`src/rtl/instr_cache_pkg.sv`:
```
// Shared fetch-pipeline definitions for the instruction cache.
//   FETCH_W / SLOT_W : fetch word and instruction slot widths
//   *_SLOT_LSB       : bit positions of the ALU and MEM slots in a fetch word
//   ic_state_e       : refill controller state encoding
package instr_cache_pkg;

  localparam int FETCH_W      = 32;
  localparam int SLOT_W       = 16;
  localparam int ALU_SLOT_LSB = 16;
  localparam int MEM_SLOT_LSB = 0;

  typedef enum logic [1:0] {
    IC_IDLE   = 2'd0,
    IC_REFILL = 2'd1,
    IC_FILLED = 2'd2
  } ic_state_e;

endpackage

```
`src/rtl/instr_cache_if.sv`:
```
// Fetch and refill bus of the instruction cache.
//   pc, inv_all             : fetch-stage request and invalidate-all
//   hit, instr2Word         : lookup result (hit is the fetch stall source)
//   mem_req, mem_addr       : line refill request towards backing memory
//   mem_rvalid, mem_rdata   : refill beats from backing memory
//   miss_count              : saturating refill counter
// slave = cache side, master = fetch stage / backing memory side.
interface instr_cache_if;
  import instr_cache_pkg::*;

  logic [31:0]        pc;
  logic               inv_all;
  logic               hit;
  logic [FETCH_W-1:0] instr2Word;
  logic               mem_req;
  logic [31:0]        mem_addr;
  logic               mem_rvalid;
  logic [31:0]        mem_rdata;
  logic [15:0]        miss_count;

  modport slave (
    input  pc, inv_all, mem_rvalid, mem_rdata,
    output hit, instr2Word, mem_req, mem_addr, miss_count
  );

  modport master (
    output pc, inv_all, mem_rvalid, mem_rdata,
    input  hit, instr2Word, mem_req, mem_addr, miss_count
  );

endinterface

```
`src/rtl/instr_cache_refill_fsm.sv`:
```
// Refill controller of the instruction cache.
// Owns the state, beat counter, drop flag, refill request/address and the
// miss counter; tells the cache top when and where to write each beat and
// when to install the line.
//   clk, reset     : clock, asynchronous active-low reset
//   i_miss         : current lookup missed and no invalidate is pending
//   i_miss_addr    : line-aligned address of the missing line
//   i_inv_all      : invalidate-all request
//   i_rvalid       : refill beat present
//   o_state        : controller state (lookup only answers in IC_IDLE)
//   o_wr_en/o_beat : write the current beat into word o_beat of the line
//   o_install      : set tag/valid for the line being refilled
//   o_mem_req/addr : refill request towards backing memory
//   o_miss_count   : saturating count of refills started
//
// state     | meaning
// IC_IDLE   | lookup active; a miss starts a refill
// IC_REFILL | mem_req high, collecting WORDS_PER_LINE beats
// IC_FILLED | one bubble cycle after install, hit forced low
module ic_refill_fsm
  import instr_cache_pkg::*;
#(
  parameter  int WORDS_PER_LINE = 4,
  localparam int OFF_W          = $clog2(WORDS_PER_LINE)
) (
  input  logic             clk,
  input  logic             reset,
  input  logic             i_miss,
  input  logic [31:0]      i_miss_addr,
  input  logic             i_inv_all,
  input  logic             i_rvalid,
  output ic_state_e        o_state,
  output logic             o_wr_en,
  output logic [OFF_W-1:0] o_beat,
  output logic             o_install,
  output logic             o_mem_req,
  output logic [31:0]      o_mem_addr,
  output logic [15:0]      o_miss_count
);

  ic_state_e        r_state;
  ic_state_e        w_next_state;
  logic [OFF_W-1:0] r_beat;
  logic             r_drop;
  logic             r_mem_req;
  logic [31:0]      r_mem_addr;
  logic [15:0]      r_miss_count;
  logic             w_start;
  logic             w_last;
  logic             w_wr_en;
  logic             w_install;

  always_comb begin
    w_next_state = r_state;
    w_start      = 1'b0;
    w_last       = 1'b0;
    w_wr_en      = 1'b0;
    w_install    = 1'b0;
    case (r_state)
      IC_IDLE: begin
        if (i_miss) begin
          w_start      = 1'b1;
          w_next_state = IC_REFILL;
        end
      end
      IC_REFILL: begin
        if (i_rvalid) begin
          w_wr_en = 1'b1;
          if (r_beat == OFF_W'(WORDS_PER_LINE - 1)) begin
            w_last       = 1'b1;
            // An invalidate on the final beat must also prevent the install.
            w_install    = !r_drop && !i_inv_all;
            w_next_state = IC_FILLED;
          end
        end
      end
      IC_FILLED: w_next_state = IC_IDLE;
      default:   w_next_state = IC_IDLE;
    endcase
  end

  always_ff @(posedge clk or negedge reset) begin
    if (!reset) begin
      r_state      <= IC_IDLE;
      r_beat       <= '0;
      r_drop       <= 1'b0;
      r_mem_req    <= 1'b0;
      r_mem_addr   <= '0;
      r_miss_count <= '0;
    end else begin
      r_state <= w_next_state;
      if (w_start) begin
        r_mem_req  <= 1'b1;
        r_mem_addr <= i_miss_addr;
        r_beat     <= '0;
        if (r_miss_count != 16'hFFFF) r_miss_count <= r_miss_count + 16'd1;
      end
      // Beat counter wraps back to zero on the last beat.
      if (w_wr_en) r_beat <= r_beat + 1'b1;
      if (w_last)  r_mem_req <= 1'b0;
      if (r_state == IC_REFILL && i_inv_all) r_drop <= 1'b1;
      else if (r_state == IC_FILLED)         r_drop <= 1'b0;
    end
  end

  assign o_state      = r_state;
  assign o_wr_en      = w_wr_en;
  assign o_beat       = r_beat;
  assign o_install    = w_install;
  assign o_mem_req    = r_mem_req;
  assign o_mem_addr   = r_mem_addr;
  assign o_miss_count = r_miss_count;

endmodule

```
`src/rtl/instr_cache.sv`:
```
// Direct-mapped read-only instruction cache.
// Combinational lookup of pc returns one fetch word per cycle; a miss refills
// the whole line through ic_refill_fsm.
//   clk   : clock, rising edge
//   reset : asynchronous active-low reset
//   bus   : instr_cache_if slave (fetch lookup, refill handshake, miss count)
// Address split: [1:0] byte, then word offset, line index, tag (widths from
// LINES / WORDS_PER_LINE).
module instr_cache
  import instr_cache_pkg::*;
#(
  parameter int LINES          = 16,
  parameter int WORDS_PER_LINE = 4
) (
  input  logic         clk,
  input  logic         reset,
  instr_cache_if.slave bus
);

  localparam int OFF_W = $clog2(WORDS_PER_LINE);
  localparam int IDX_W = $clog2(LINES);
  localparam int TAG_W = 32 - IDX_W - OFF_W - 2;

  logic [LINES-1:0]   r_valid;
  logic [TAG_W-1:0]   r_tag  [LINES];
  logic [FETCH_W-1:0] r_data [LINES][WORDS_PER_LINE];

  logic [OFF_W-1:0]   w_pc_word;
  logic [IDX_W-1:0]   w_pc_idx;
  logic [TAG_W-1:0]   w_pc_tag;
  logic               w_unused_pc_lsb;
  logic               w_lookup_hit;
  logic               w_hit;
  logic [FETCH_W-1:0] w_word;
  logic [SLOT_W-1:0]  w_alu_slot;
  logic [SLOT_W-1:0]  w_mem_slot;

  ic_state_e          w_state;
  logic               w_wr_en;
  logic [OFF_W-1:0]   w_beat;
  logic               w_install;
  logic               w_mem_req;
  logic [31:0]        w_mem_addr;
  logic [15:0]        w_miss_count;
  logic [IDX_W-1:0]   w_fill_idx;
  logic [TAG_W-1:0]   w_fill_tag;

  assign w_pc_word       = bus.pc[2 +: OFF_W];
  assign w_pc_idx        = bus.pc[2 + OFF_W +: IDX_W];
  assign w_pc_tag        = bus.pc[31 -: TAG_W];
  assign w_unused_pc_lsb = ^bus.pc[1:0];

  assign w_lookup_hit = r_valid[w_pc_idx] && (r_tag[w_pc_idx] == w_pc_tag);
  // inv_all suppresses the hit in the same cycle it clears the valid bits.
  assign w_hit = (w_state == IC_IDLE) && w_lookup_hit && !bus.inv_all;

  assign w_word     = r_data[w_pc_idx][w_pc_word];
  assign w_alu_slot = w_word[ALU_SLOT_LSB +: SLOT_W];
  assign w_mem_slot = w_word[MEM_SLOT_LSB +: SLOT_W];

  // The refill target line is taken from the latched request address, so a
  // pc change during refill cannot redirect where the beats land.
  assign w_fill_idx = w_mem_addr[2 + OFF_W +: IDX_W];
  assign w_fill_tag = w_mem_addr[31 -: TAG_W];

  ic_refill_fsm #(
    .WORDS_PER_LINE (WORDS_PER_LINE)
  ) u_refill (
    .clk          (clk),
    .reset        (reset),
    .i_miss       (!w_lookup_hit && !bus.inv_all),
    .i_miss_addr  ({w_pc_tag, w_pc_idx, {(OFF_W + 2){1'b0}}}),
    .i_inv_all    (bus.inv_all),
    .i_rvalid     (bus.mem_rvalid),
    .o_state      (w_state),
    .o_wr_en      (w_wr_en),
    .o_beat       (w_beat),
    .o_install    (w_install),
    .o_mem_req    (w_mem_req),
    .o_mem_addr   (w_mem_addr),
    .o_miss_count (w_miss_count)
  );

  always_ff @(posedge clk or negedge reset) begin
    if (!reset) begin
      r_valid <= '0;
    end else if (bus.inv_all) begin
      r_valid <= '0;
    end else if (w_install) begin
      r_valid[w_fill_idx] <= 1'b1;
    end
  end

  // Tag and data storage are not reset; valid alone qualifies them.
  always_ff @(posedge clk) begin
    if (w_wr_en)   r_data[w_fill_idx][w_beat] <= bus.mem_rdata;
    if (w_install) r_tag[w_fill_idx] <= w_fill_tag;
  end

  assign bus.hit        = w_hit;
  assign bus.instr2Word = w_hit ? {w_alu_slot, w_mem_slot} : '0;
  assign bus.mem_req    = w_mem_req;
  assign bus.mem_addr   = w_mem_addr;
  assign bus.miss_count = w_miss_count;

endmodule

```
`src/flat_wrapper.sv`:
```
// flat-port wrapper written by rule: the top's interface ports become plain ports
module instr_cache_flat import instr_cache_pkg::*;
#(
  parameter int LINES          = 16,
  parameter int WORDS_PER_LINE = 4
)
  (clk, reset, bus_pc, bus_inv_all, bus_mem_rvalid, bus_mem_rdata, bus_hit, bus_instr2Word, bus_mem_req, bus_mem_addr, bus_miss_count);
  instr_cache_if bus_i ();
  input  logic clk;
  input  logic reset;
  input wire logic [$bits(bus_i.pc)-1:0] bus_pc;
  input wire logic [$bits(bus_i.inv_all)-1:0] bus_inv_all;
  input wire logic [$bits(bus_i.mem_rvalid)-1:0] bus_mem_rvalid;
  input wire logic [$bits(bus_i.mem_rdata)-1:0] bus_mem_rdata;
  output wire logic [$bits(bus_i.hit)-1:0] bus_hit;
  output wire logic [$bits(bus_i.instr2Word)-1:0] bus_instr2Word;
  output wire logic [$bits(bus_i.mem_req)-1:0] bus_mem_req;
  output wire logic [$bits(bus_i.mem_addr)-1:0] bus_mem_addr;
  output wire logic [$bits(bus_i.miss_count)-1:0] bus_miss_count;
  assign bus_i.pc = bus_pc;
  assign bus_i.inv_all = bus_inv_all;
  assign bus_i.mem_rvalid = bus_mem_rvalid;
  assign bus_i.mem_rdata = bus_mem_rdata;
  assign bus_hit = bus_i.hit;
  assign bus_instr2Word = bus_i.instr2Word;
  assign bus_mem_req = bus_i.mem_req;
  assign bus_mem_addr = bus_i.mem_addr;
  assign bus_miss_count = bus_i.miss_count;
  instr_cache #(.LINES(LINES), .WORDS_PER_LINE(WORDS_PER_LINE)) u_core (.clk(clk), .reset(reset), .bus(bus_i));
endmodule
```
`config.mk`:
```
export PLATFORM = sky130hd
export DESIGN_NAME = instr_cache_flat
export DESIGN_NICKNAME = d
export VERILOG_FILES = /design/src/rtl/instr_cache_pkg.sv /design/src/rtl/instr_cache_if.sv /design/src/rtl/instr_cache_refill_fsm.sv /design/src/rtl/instr_cache.sv /design/src/flat_wrapper.sv
export SDC_FILE = /design/constraint.sdc
export NUM_CORES = 2
export LEC_CHECK = 0
export CAP_MARGIN = 20
export CORE_UTILIZATION = 65
export CTS_BUF_LIST = sky130_fd_sc_hd__clkbuf_8
export CTS_CLUSTER_SIZE = 14
export DETAILED_ROUTE_END_ITERATION = 16
export DONT_BUFFER_PORTS = 1
export PLACE_DENSITY = 0.81
export SLEW_MARGIN = 40
export SYNTH_ARGS = -nofsm -noshare
export SYNTH_HDL_FRONTEND = slang
export SYNTH_SLANG_ARGS = --single-unit
```
`constraint.sdc`:
```
create_clock -name clk -period 8.5 [get_ports clk]
set_input_delay 1.7 -clock clk [delete_from_list [all_inputs] [get_ports clk]]
set_output_delay 1.7 -clock clk [all_outputs]
set_load 0.01 [all_outputs]
```
; ---- Word-level counts from Yosys, hierarchy flattened
; Memories as Yosys holds them, arrays and structs flattened.
; Cells that the tools add are included.
; W data, S select, Z words.
[totals]
reg_bits = 66
latchBits = 0
mem_bits_rw = 2432
rom_bits = 0
input_bits = 68
out_inout_bits = 82
word_cells = 82
n_memories = 2
[classes]
addsub = 2
multipliers = 0
div_mod_pow = 0
order_cmp = 6
n_eq_ne = 8
n_shift = 0
muxes = 36
bitwise = 3
n_reduce_logical = 18
[memory_table]
columns = name, words, word_bits, read_ports, rd_clocked_by_memory_dff, write_ports, line_no
row1 = u_core.r_data, 16, 128, 1, 0, 1, instr_cache.sv:26  ; logic [FETCH_W-1:0] r_data [LINES][WORDS_PER_LINE];
row2 = u_core.r_tag, 16, 24, 1, 0, 1, instr_cache.sv:25  ; logic [TAG_W-1:0] r_tag [LINES];
[ops]
columns = cell, count
row1 = $mux W128, 1
row2 = $mux W32, 4
row3 = $bmux W32 S2, 1
row4 = $demux W32 S2, 1
row5 = $mux W16, 2
row6 = $eq A24 B24 Y1, 1
row7 = $mux W1, 19
row8 = $add A16 B1 Y16 const B, 1
row9 = $ne A16 B16 Y1 const B, 1
row10 = $or A16 B16 Y16, 1
row11 = $lt A4 B5 Y1 const B, 2
row12 = $mux W2, 5
row13 = $logic_and A1 B1 Y1, 8
row14 = $reduce_bool A2 Y1, 4
row15 = $ge A3 B3 Y1 const B, 2
row16 = $ne A2 B2 Y1 const B, 3
row17 = $not A2 Y3, 2
row18 = $bmux W1 S4, 1
row19 = $demux W1 S4, 1
row20 = $eq A2 B2 Y1 const B, 2
row21 = $ge A4 B1 Y1 const B, 1
row22 = $pmux W2 S2, 1
row23 = $logic_not A1 Y1, 3
row24 = $lt A3 B1 Y1 const B, 1
row25 = 5 further kinds, 5

; ---- Longest topological paths before layout
[logic_depth]
depth_word = 9
ltp_mapped = 17
ltp_nobuf = 9

; ---- By module
; A second synthesis with hierarchy kept.
[unflattened]
hier_cells = 4070
hier_area_um2 = 96472.5
[by_module_without_submodules]
columns = mod, instances, cells_each, area_each_um2, seq_area_each_um2
row1 = instr_cache, 1, 3839, 94216.6, 73430.4
row2 = ic_refill_fsm, 1, 231, 2255.9, 1351.3

; ---- Least setup slack after synthesis
; No wires, ideal clock.
[synth_path]
path_kind = input port to output port
startpoint = input port bus_pc[4]
endpoint = output port bus_instr2Word[31]
t_arrival_ns = 4.800
t_required_ns = 6.800
path_slack_ns = 2.000
path_stages = 11
n_path_buf = 7
path_cell_list = buf_6 -> buf_8 -> buf_6 -> buf_6 -> buf_6 -> buf_6 -> buf_1 -> mux4_2 -> mux4_2 -> mux4_2 -> and3_1
[synth_between]
elab_chain_len = 6
word_cells_on_any_way = 12
cone_classes = eq/ne: 1 / mux: 6 / reduce/logical: 3 / memory: 2
[synth_rtl]
columns = item, line_no
row1 = "start, declared", flat_wrapper.sv:11  ; input wire logic [$bits(bus_i.pc)-1:0] bus_pc;
row2 = $mem_v2 Z16 W24 / $bmux W1 S4 (equally long branches), --
row3 = $eq A24 B24 Y1 / $mux W1 (equally long branches), instr_cache.sv:53  ; assign w_lookup_hit = r_valid[w_pc_idx] && (r_tag[w_pc_idx] == w_pc_tag);
row4 = $logic_and A1 B1 Y1, instr_cache.sv:53
row5 = $logic_and A1 B1 Y1 (2 in series), instr_cache.sv:55  ; assign w_hit = (w_state == IC_IDLE) && w_lookup_hit && !bus.inv_all;
row6 = $mux W32 (*), instr_cache.sv:101  ; assign bus.instr2Word = w_hit ? {w_alu_slot, w_mem_slot} : '0;
row7 = "end, declared", flat_wrapper.sv:16  ; output wire logic [$bits(bus_i.instr2Word)-1:0] bus_instr2Word;
; Every way passes the cells marked *; elsewhere a longest branch is shown, timed or not. The select of a mux whose other input is x is not followed.

; ---- Worst setup path in the final report
[layout_path]
startpoint = input port bus_pc[4]
endpoint = output port bus_instr2Word[12]
; Same word-level chain as after synthesis.

==> flow_summary.json <==
{
  "grt_pass1_vias": 47100,
  "worst_setup_path_end_kind": "output port",
  "timing_worst_slew_pin_value_ns": 0.922,
  "drive_above_1_share": 0.314,
  "post-synth-top-count-cell": "sky130_fd_sc_hd__edfxtp_1",
  "category_of_the_worst_setup_path_launch_point": "input port",
  "timing.critical_path.cells": "buf_16 > buf_16 > buf_16 > buf_16 > mux4_2 > mux4_2 > mux4_2 > and3_1",
  "data_required_critical_path_ns": 6.80,
  "first_pass_iteration_count_of_the_detailed_router": 5,
  "place_area_um2": 99300,
  "critical_path_peak_fanout": 111,
  "root_driver": "sky130_fd_sc_hd__clkbuf_8",
  "grt_setup_unrepaired": "false",
  "cts_tree": "yes",
  "max_capacitance_violation_total": 0,
  "initial_core_util": 0.657,
  "total_power_mw": 25.4,
  "max-vdd-ir-drop_v": 0.000211,
  "detail_route.wl_per_cell_um": 38.4,
  "cts_inserted_buffers": 388,
  "worst-path-stages": 8,
  "worst-path-buf-inv": 4,
  "finalNetCount": 4363,
  "drtAntennaViolNets": 0,
  "area_delta_synth_final_pct": 10.8,
  "final.fill_count": 7320,
  "place.detailed.hpwl_um": 121000,
  "antenna_found_initial": 10,
  "synthesized_cell_area_um2": 96100,
  "die_area_um2": 149000,
  "worst_reg_to_reg_cells": 9,
  "primary_ff_master_synth": "sky130_fd_sc_hd__edfxtp_1",
  "synthTopCellsByCount": "sky130_fd_sc_hd__edfxtp_1, sky130_fd_sc_hd__mux4_2, sky130_fd_sc_hd__clkbuf_1, sky130_fd_sc_hd__nor2_1, sky130_fd_sc_hd__mux2i_1",
  "gr_ovfl_total": 0,
  "number_of_port_buffers": 0,
  "layout.cell_area.non_filler_um2": 106000,
  "via_count": 47700,
  "grt_start_max_net_pins": 614,
  "synth_area_leaders": "sky130_fd_sc_hd__edfxtp_1, sky130_fd_sc_hd__mux4_2, sky130_fd_sc_hd__dfrtp_1",
  "number_of_endpoints_with_negative_hold_slack_in_the_final_report": 0,
  "floorplan.rows": 140,
  "post_drt_via_cell_ratio": 7.36,
  "worst-r2r-setup-slack_ns": 4.22,
  "synth.distinct_cells": 60,
  "cellPowerDensity_nw_per_um2": 239,
  "cp_data_arrival_time_ns": 5.96,
  "power.static_leakage_nw": 33.8,
  "syn_inst": 3993,
  "timing.slew.headroom": 0.384,
  "ys_seq_elements": 2498,
  "numClockSinks": 2498,
  "hold_class": "in -> async",
  "worst_skew_pair.late_latency_ns": 1.05,
  "netlist.area_leader.share": 0.760,
  "finalWorstPathRequiredPeriod_ns": 7.66,
  "floorplan.die.width_um": 387,
  "gp_congestion": 0.796,
  "totalNegativeSetupSlack_ns": 0,
  "worst_r2r_endpoint": "u_core.u_refill.o_mem_addr[14]",
  "critPathMostFrequentCell": "sky130_fd_sc_hd__buf_16",
  "synth_enable_flop_cells": 2432,
  "drcViolationCount": 0,
  "seq_area_frac_synth": 0.777,
  "top_level_ports": 150,
  "async_flop_share": 0.0264,
  "detail_route.iter0.violations": 6866,
  "crit_type": "in -> out",
  "status": "finished clean",
  "grt_util_all_layers": 0.320,
  "synth.yosys.warnings": 0,
  "max_stage_delay_ns": 0.64,
  "cts_max_path_buffers": 4,
  "die_h_um": 387,
  "area_of_the_core_region_um2": 146000,
  "path_delay_family": "buffers and inverters",
  "timing.rr.start": "u_core.r_tag[15][18]",
  "cell_type_of_the_slowest_stage_on_the_worst_timing_path": "sky130_fd_sc_hd__buf_16",
  "grt_first_pass_wirelength_um": 334000,
  "worst_clock_skew_ns": 0.0806,
  "place_worst_setup_slack_ns": 1.70,
  "ctsHoldBuffers": 0,
  "setup_violations": 0,
  "timing.final.crit_share": 0.901,
  "synth.largest_area_cell": "sky130_fd_sc_hd__edfxtp_1",
  "postLayoutSetupSlackWorst_ns": 0.837,
  "post_cts_resize_count": 0,
  "cts_htree_levels": 5,
  "final_max_slew_viol_count": 0,
  "fmaxAchievable_mhz": 131,
  "drt-total-wl_um": 249000,
  "path_clk_slew_ns": 0.07,
  "post-cts-setup-buffer-count": 0,
  "syn_avg_cell_area_um2": 24.1
}
[per-layer routing]
layer / track usage / routed length (um) / vias to the layer above
met5: 0 / 11 / -
met4: 0.135 / 13200 / 2
met3: 0.0739 / 31900 / 886
met2: 0.508 / 123000 / 4349
met1: 0.436 / 81300 / 24700
li1: - / - / 17800
[metrics by stage]
step | std cells | util | hold slack [ns]
final | 6490 | 0.728 | 0.345
after floorplan | 3996 | - | 0.465
after global routing | 6487 | 0.728 | 0.297
after global placement | 5774 | 0.674 | 0.507
after detailed placement | 5804 | 0.679 | 0.534
after CTS | 6471 | 0.726 | 0.275
[layout by cell type (no fill, tap or decap), types with 13 or more instances in the layout]
cell type	count
sky130_fd_sc_hd__xnor2_1	18
sky130_fd_sc_hd__mux4_2	743
sky130_fd_sc_hd__o22ai_1	28
sky130_fd_sc_hd__mux2i_1	77
sky130_fd_sc_hd__inv_1	137
sky130_fd_sc_hd__buf_4	73
sky130_fd_sc_hd__clkinv_1	86
sky130_fd_sc_hd__nand3_1	13
sky130_fd_sc_hd__dfrtp_1	66
sky130_fd_sc_hd__buf_8	16
sky130_fd_sc_hd__xor2_1	20
sky130_fd_sc_hd__edfxtp_1	2432
sky130_fd_sc_hd__buf_16	27
sky130_fd_sc_hd__mux2_1	22
sky130_fd_sc_hd__clkinv_2	46
sky130_fd_sc_hd__nor2_1	23
sky130_fd_sc_hd__nand2_1	45
sky130_fd_sc_hd__and3_1	42
sky130_fd_sc_hd__nor2_4	77
sky130_fd_sc_hd__clkbuf_8	406
sky130_fd_sc_hd__mux2_2	17
sky130_fd_sc_hd__a22oi_1	14
[worst register-to-register path, delay by kind of cell, from the launching register on]
family,cells,cell delay [ns]
DFF,1,0.37
muxes,3,1.14
AOI/OAI and AO/OA,1,0.22
and+or+nand+nor,4,2.30
xor gates and xnor gates,1,0.12
[how the worst max path moves through the flow]
stage               from                 end
2_1_floorplan  bus_pc[4]  bus_instr2Word[31]
3_3_place_gp   bus_pc[4]  bus_instr2Word[19]
3_5_place_dp   bus_pc[4]  bus_instr2Word[18]
4_1_cts        bus_pc[4]  bus_instr2Word[21]
5_1_grt        bus_pc[4]  bus_instr2Word[12]
6_report       bus_pc[4]  bus_instr2Word[12]
[area by class of cell]
class,instances,area [um^2],area share
clock buffer,406,5590,0.0525
timing repair buffer,117,1540,0.0145
tap,1917,2400,0.0225
antenna,6,15.0,0.000141
clock inverter,261,1280,0.0120
multi-input combinational,1259,20900,0.196
inverter,26,97.6,0.000916
sequential,2498,74700,0.701
[report_power, final]
part	total [mW]	switching [mW]	leakage [nW]	internal, mW
clock network	9.24	4.60	3.95	4.64
registers	14.6	0.478	22.7	14.1
logic	1.56	0.927	7.19	0.630
[registers in the layout, summed over array words and instances (netlist names)]
signal / cells
u_core.u_refill.r_drop: 1
u_core.u_refill.o_state: 2
u_core.u_refill.o_miss_count: 16
u_core.r_data: 2048
u_core.r_tag: 384
u_core.u_refill.o_mem_addr: 28
u_core.u_refill.o_mem_req: 1
u_core.u_refill.o_beat: 2
u_core.r_valid: 16
[cell families (layout without fill, tap and decap cells)]
logic type      after synthesis  count (layout)  share of synthesized area
flops                      2498            2498                      0.777
mux                         859             859                      0.187
simple gates                253             253                     0.0127
buf+inv                     239             810                     0.0121
compound gates              100             100                    0.00730
xor+xnor                     38              38                    0.00346
fa+ha+maj                     5               5                   0.000651
other cells                   1              10                  0.0000390
Power figures use the tool's default switching activity.
